### config.mk
export PLATFORM = sky130hd
export DESIGN_NAME = ucode_seq
export DESIGN_NICKNAME = d
export VERILOG_FILES = /design/src/rtl/ucode_pkg.sv /design/src/rtl/ucode_seq.sv
export SDC_FILE = /design/constraint.sdc
export NUM_CORES = 1
export LEC_CHECK = 0
export CORE_MARGIN = 4
export CORE_UTILIZATION = 40
export CTS_CLUSTER_SIZE = 24
export DETAILED_ROUTE_END_ITERATION = 8
export PLACE_DENSITY_LB_ADDON = 0.3
export SLEW_MARGIN = 20
export SYNTH_ARGS = -nofsm -noshare
export SYNTH_HDL_FRONTEND = slang
export SYNTH_SLANG_ARGS = --single-unit
### constraint.sdc
create_clock -name clk -period 3.8 [get_ports clk]
set_input_delay 0.76 -clock clk [delete_from_list [all_inputs] [get_ports clk]]
set_output_delay 0.76 -clock clk [all_outputs]
set_load 0.02 [all_outputs]
### src/rtl/ucode_pkg.sv
// Shared types and constants for the microcode sequencer.
// State encoding, fetch-phase control word and unit channel indices.
package ucode_pkg;

  typedef enum logic [2:0] {
    ST_FETCH    = 3'd0,
    ST_LATCH_IR = 3'd1,
    ST_DECODE   = 3'd2,
    ST_WAIT     = 3'd3,
    ST_EVENT    = 3'd4
  } state_e;

  // Handshake channel indices
  localparam int UNIT_MEM = 0;
  localparam int UNIT_ALU = 1;

  // Control flag bit positions used by the fetch control word
  localparam int PCC_FLAG_BIT  = 20;
  localparam int ROMO_FLAG_BIT = 21;

  // Control word presented while an opcode is being fetched:
  // increment the PC and enable the program ROM onto the bus.
  localparam logic [21:0] FETCH_FLAGS =
    22'((32'd1 << PCC_FLAG_BIT) | (32'd1 << ROMO_FLAG_BIT));

endpackage

### src/rtl/ucode_seq.sv
// Microcode sequencer: fetches an opcode, walks its micro-phases through an
// external microcode ROM, handshakes with execution units and strobes an
// event at the end of each phase.
// Optional feature macro: SEQ_TIMEOUT_EN (adds wait timer and seq_err port).
//
// state       | meaning
// ------------+-------------------------------------------------------------
// ST_FETCH    | request opcode from the memory unit, wait for its done edge
// ST_LATCH_IR | capture fetched opcode, restart at phase 0
// ST_DECODE   | apply ROM word: optional PC increment, load unit requests
// ST_WAIT     | service pending units lowest index first
// ST_EVENT    | one-cycle phase strobe; next phase or back to fetch
module ucode_seq
  import ucode_pkg::*;
#(
  parameter int NUM_PHASES = 2,
  parameter int NUM_UNITS  = 2,
  parameter int FLAG_W     = 22,
  parameter int PC_W       = 16,
  parameter int PCC_BIT    = 20
`ifdef SEQ_TIMEOUT_EN
  ,
  parameter int TIMEOUT_W  = 8
`endif
) (
  input  logic                 clk,
  input  logic                 rst,
  input  logic                 halt,
  input  logic [NUM_UNITS-1:0] unit_done,
  output logic [NUM_UNITS-1:0] unit_exec,
  input  logic [7:0]           irin,
  output logic [7:0]           ucode_ir,
  output logic [2:0]           ucode_phase,
  input  logic [FLAG_W-1:0]    ucode_flags,
  input  logic [NUM_UNITS-1:0] ucode_units,
  input  logic                 ucode_last,
  input  logic                 pcinflag,
  input  logic [PC_W-1:0]      pcin,
  output logic [PC_W-1:0]      pc,
  output logic [FLAG_W-1:0]    flags,
  output logic [FLAG_W-1:0]    flags_noc,
  output logic                 phase_event,
  output logic [2:0]           event_phase
`ifdef SEQ_TIMEOUT_EN
  ,
  output logic                 seq_err
`endif
);

  localparam logic [FLAG_W-1:0]    FETCH_FLAGS_W = FLAG_W'(FETCH_FLAGS);
  localparam logic [2:0]           LAST_PHASE    = 3'(NUM_PHASES - 1);
  localparam logic [NUM_UNITS-1:0] ONE_U         = NUM_UNITS'(1);
  localparam logic [PC_W-1:0]      ONE_PC        = PC_W'(1);

  state_e               state_q, state_d;
  logic [PC_W-1:0]      pc_q, pc_d;
  logic [7:0]           ir_q, ir_d;
  logic [2:0]           phase_q, phase_d;
  logic [NUM_UNITS-1:0] pending_q, pending_d;
  logic [NUM_UNITS-1:0] done_q, done_d;

  logic [NUM_UNITS-1:0] rise;
  logic [NUM_UNITS-1:0] svc_oh;
  logic                 svc_edge;
  logic                 timeout;

  // Edge detect against the registered done levels; isolate lowest pending unit
  always_comb begin
    rise     = unit_done & ~done_q;
    svc_oh   = pending_q & (~pending_q + ONE_U);
    svc_edge = |(svc_oh & rise);
    done_d   = unit_done;
  end

`ifdef SEQ_TIMEOUT_EN
  logic [TIMEOUT_W-1:0] timer_q, timer_d;
  logic                 seq_err_q, seq_err_d;

  // Wait timer: runs while fetching or waiting, restarts on every serviced edge
  always_comb begin
    timer_d   = timer_q;
    seq_err_d = seq_err_q;
    timeout   = 1'b0;
    if (state_q == ST_FETCH || state_q == ST_WAIT) begin
      timeout = &timer_q;
      if (timeout) begin
        seq_err_d = 1'b1;
        timer_d   = '0;
      end else if ((state_q == ST_FETCH && rise[UNIT_MEM]) ||
                   (state_q == ST_WAIT && svc_edge)) begin
        timer_d = '0;
      end else begin
        timer_d = timer_q + TIMEOUT_W'(1);
      end
    end
  end

  // Timer and sticky error registers
  always_ff @(posedge clk) begin
    if (rst) begin
      timer_q   <= '0;
      seq_err_q <= 1'b0;
    end else if (!halt) begin
      timer_q   <= timer_d;
      seq_err_q <= seq_err_d;
    end
  end

  assign seq_err = seq_err_q;
`else
  // Without the timer every wait is unbounded
  always_comb begin
    timeout = 1'b0;
  end
`endif

  // Next-state and output decode
  always_comb begin
    state_d     = state_q;
    pc_d        = pc_q;
    ir_d        = ir_q;
    phase_d     = phase_q;
    pending_d   = pending_q;
    unit_exec   = '0;
    flags_noc   = ucode_flags;
    flags       = '0;
    phase_event = 1'b0;

    case (state_q)
      ST_FETCH: begin
        unit_exec[UNIT_MEM] = done_q[UNIT_MEM];
        flags_noc           = FETCH_FLAGS_W;
        if (rise[UNIT_MEM] || timeout) begin
          state_d = ST_LATCH_IR;
        end
      end

      ST_LATCH_IR: begin
        flags_noc = FETCH_FLAGS_W;
        ir_d      = irin;
        phase_d   = '0;
        state_d   = ST_DECODE;
      end

      ST_DECODE: begin
        if (ucode_flags[PCC_BIT]) begin
          pc_d = pc_q + ONE_PC;
        end
        pending_d = ucode_units;
        state_d   = (|ucode_units) ? ST_WAIT : ST_EVENT;
      end

      ST_WAIT: begin
        unit_exec = svc_oh & done_q;
        if (pending_q == '0) begin
          state_d = ST_EVENT;
        end else if (svc_edge || timeout) begin
          pending_d = pending_q & ~svc_oh;
          if (pending_d == '0) begin
            state_d = ST_EVENT;
          end
        end
      end

      ST_EVENT: begin
        phase_event = 1'b1;
        if (ucode_last || phase_q == LAST_PHASE) begin
          state_d = ST_FETCH;
          pc_d    = pcinflag ? pcin : (pc_q + ONE_PC);
        end else begin
          phase_d = phase_q + 3'd1;
          state_d = ST_DECODE;
        end
      end

      default: begin
        state_d = ST_FETCH;
      end
    endcase

    if (state_q == ST_FETCH || state_q == ST_LATCH_IR || state_q == ST_EVENT) begin
      flags = flags_noc;
    end
  end

  // Sequencer state registers; halt freezes everything, reset wins over halt
  always_ff @(posedge clk) begin
    if (rst) begin
      state_q   <= ST_FETCH;
      pc_q      <= '0;
      ir_q      <= '0;
      phase_q   <= '0;
      pending_q <= '0;
      done_q    <= '1;
    end else if (!halt) begin
      state_q   <= state_d;
      pc_q      <= pc_d;
      ir_q      <= ir_d;
      phase_q   <= phase_d;
      pending_q <= pending_d;
      done_q    <= done_d;
    end
  end

  // ROM address and status outputs
  always_comb begin
    pc          = pc_q;
    ucode_ir    = ir_q;
    ucode_phase = phase_q;
    event_phase = phase_q;
  end

endmodule
==> results.md <==
• main combinational cell family by area after synthesis: simple AND/OR/NAND/NOR gates
• synthesized area per cell: 7.308 µm²
• flop and latch count out of synthesis: 34
• distinct cell type count after synthesis: 48
• relative max-transition margin: 0.4953
• effective utilization at floorplan: 0.4226
• DIE HEIGHT: 82.16 µm
• number of levels in the clock H-tree: 2
• number of diodes added for antenna fixing: 0
• number of cells produced by synthesis: 301
• number of nets in the synthesized netlist: 359
• final weighted congestion in routability-driven placement: 0.9452
• clock transition at the registers of the reported paths: 0.07 ns
• number of synthesized flops with an enable pin: 0
• number of port buffers: 131
• synthesized-area fraction occupied by xor and xnor cells: 0.003982
• area share of and/or/nand/nor cells after synthesis: 0.3771
• power per cell area: 227.0 nW/µm²
• sum of negative setup slack: 0 ns
• global-route congestion overflow total: 0
• arrival time of the worst setup path: 2.15 ns
• switching fraction of total power: 0.2628
• reported net switching power: 0.2171 mW
• FMAX: 0.3440 GHz
• Critical Setup Path Class: reg2out
• post-synthesis async set-or-reset flop share: 0
• via count of the first global-routing pass: 2450
• buffer depth of the longest clock path: 2
• Crit. End Element: output pin
• Final min period: 2.907 ns
• clock sink count: 34
• area of the core: 5205 µm²
• post-synthesis mux area share: 0.009101
• pin slew with the least headroom to its limit: 0.7560 ns
• Worst Setup Slack post-DPL: 1.000 ns
• worst setup slack after layout: 0.8930 ns
• standby leakage power: 1.189 nW
• DR DRC count: 0
• synthesized-area fraction occupied by adder cells: 0.01706
• total global-route track usage: 0.2138
• sequential group share of total power: 0.453
• complex-gate fraction of the synthesized area: 0.2201
• classification of the worst-slack hold path: reg2reg
• initial antenna violation count: 0
• required arrival time at the worst endpoint: 3.04 ns
• die extent in x: 82.16 µm
• TritonCTS buffer count: 5
• total length of routed wires: 7130 µm
• post-cts repair resize count: 0
• worst ir drop on vdd: 0.2438 mV
• # IOs: 132
• Detail Placement HPWL: 5470 µm
• Initial DRC Count: 143
• Logic pwr share: 0.210
• clock tree skew after final layout: 0.003853 ns
• Syn. warnings: 0
• number of hold buffers added after cts: 0
• maximum number of pins on one net before global-route repair: 26
• Layout area overhead: 65.47%
• share of post-route cells with drive strength above 1: 0.04739
• clock group share of total power: 0.337
• max-cap check violation count: 0
• fraction of the cycle the final worst path needs: 0.7650
• CTS tree: yes
• Max Fanout on Critical Path: 23
• outcome: completed
• final-report max-slew violation count: 0
• first-pass GRT wire length: 11340 µm
• Main synth FF type: dfxtp_1
• setup repair after global routing missed its margin: no
• Pre-antenna DRT Iters: 4
• number of setup buffers added after CTS: 0
• internal power: 0.6092 mW
• Final Hold Violating Endpoints: 0
• die footprint: 6749 µm²
• Post-DRT Antenna Nets: 0
• category of the worst setup path launch point: flop
• fin nets: 479
• Netlist Area Pre-Place: 2200 µm²
• Avg Vias per Cell: 5.171
• final setup fails: 0
• number of filler instances in the final layout: 467
• Clock Latency Late Sink: 0.28 ns
• vias after detailed routing: 2544
• WL/cell: 14.49 µm
• sequential share of the synthesized area: 0.3094
• Root Driver: clkbuf_8
• row count: 26
==> cell families (layout without fill, tap and decap cells) <==
logic type      Yosys count  after routing
compound gates           77             77
simple gates            153            153
buf+inv                  31            152
mux                       2              2
fa+ha+maj                 3              3
xor+xnor                  1              1
flops                    34             34
==> per-stage QoR <==
step	instances	power, mW	instance area [µm²]	hold slack (ns)	util
5_1_grt	492	0.8610	3640	0.4870	0.6993
6_report	492	0.8263	3640	0.4575	0.6993
3_3_place_gp	484	0.5530	3548	0.4406	0.6817
4_1_cts	492	0.8333	3640	0.4549	0.6993
3_5_place_dp	484	0.5556	3548	0.4457	0.6817
2_1_floorplan	301	0.4514	2200	0.4493	-
==> sequential cells by signal (all words and copies together) (netlist names) <==
register and count:
ucode_ir 8, pc 16, event_phase 3, done_q 2
pending_q 2, state_q 3
==> per-layer routing <==
layer  GRT usage  vias up  share of wire
met5           0        -              0
met4     0.05150        0          0.012
met3     0.04881        9          0.061
met2      0.3877       79           0.51
met1      0.2537     1176           0.42
li1            -     1280              -
==> synthesized netlist by cell type (2+ instances only) <==
cell      instances  area share
or2_2             3      0.0085
nand3_1           8       0.018
and2_1           21       0.060
a211o_1           2      0.0080
dfxtp_1          34        0.31
o31a_1            2      0.0080
a21oi_1          33       0.075
or3_1             2      0.0057
nand2b_1         10       0.028
o21a_1            2      0.0068
nand4_1           6       0.017
nor2b_1          24       0.068
nor4_1            2      0.0057
o21ai_0           8       0.018
a22oi_1           3       0.010
nand2_1          36       0.061
buf_4             3       0.010
o21ai_1           4      0.0091
o31ai_1           3       0.010
ha_1              3       0.017
mux2i_1           2      0.0091
nor2_1           25       0.043
nor3_1            6       0.014
buf_2             9       0.020
inv_1             8       0.014
a31oi_1           2      0.0057
clkbuf_1         11       0.019
a21o_1            4       0.014
o32ai_1           5       0.020
a311oi_1          2      0.0080
==> area by class of cell <==
class                   instances  area [µm²]  area share
repair buffers                136        1349      0.3706
flip-flops and latches         34       680.7      0.1870
inverters                       8       30.03    0.008250
clock buffers                   7       86.33     0.02372
multi-input cells             236        1401      0.3850
clock inverters                 1       5.005    0.001375
well taps                      70       87.58     0.02406
==> cells in the final DEF, fill, tap and decap left out, drive strengths merged, types with 8 or more instances in the layout <==
cell type | Yosys | final
o21ai | 13 | 13
clkdlybuf4s50 | 0 | 131
nor2 | 25 | 25
a21oi | 33 | 33
nand3 | 8 | 8
nand2 | 36 | 36
nand2b | 10 | 10
and2 | 21 | 21
dfxtp | 34 | 34
nor2b | 24 | 24
inv | 8 | 8
==> power by group through the flow <==
stage                     registers (mW)  logic, mW  clock network, mW
after CTS                          0.374      0.174              0.285
final                              0.375      0.173              0.278
after detailed placement           0.383      0.173                  0
after floorplan                    0.381     0.0705                  0
after global routing               0.376      0.186              0.299
after global placement             0.382      0.171                  0
==> final timing paths <==
check / start / end / slack (ns) / depth (start not counted)
min reg2reg: ucode_ir[7] / ucode_ir[7] / 0.46 / 2
max: state_q[2] / flags[4] / 0.89 / 4
min: ucode_ir[7] / ucode_ir[7] / 0.46 / 2
max reg2reg: state_q[2] / pc[15] / 1.60 / 6
==> worst max-delay path, cell delays in order (launching register included) <==
cell and delay [ns]:
dfxtp_1 0.53, nor3b_2 0.27, buf_4 0.26, and2_1 0.18
clkdlybuf4s50_1 0.62
Power figures use the tool's default switching activity.
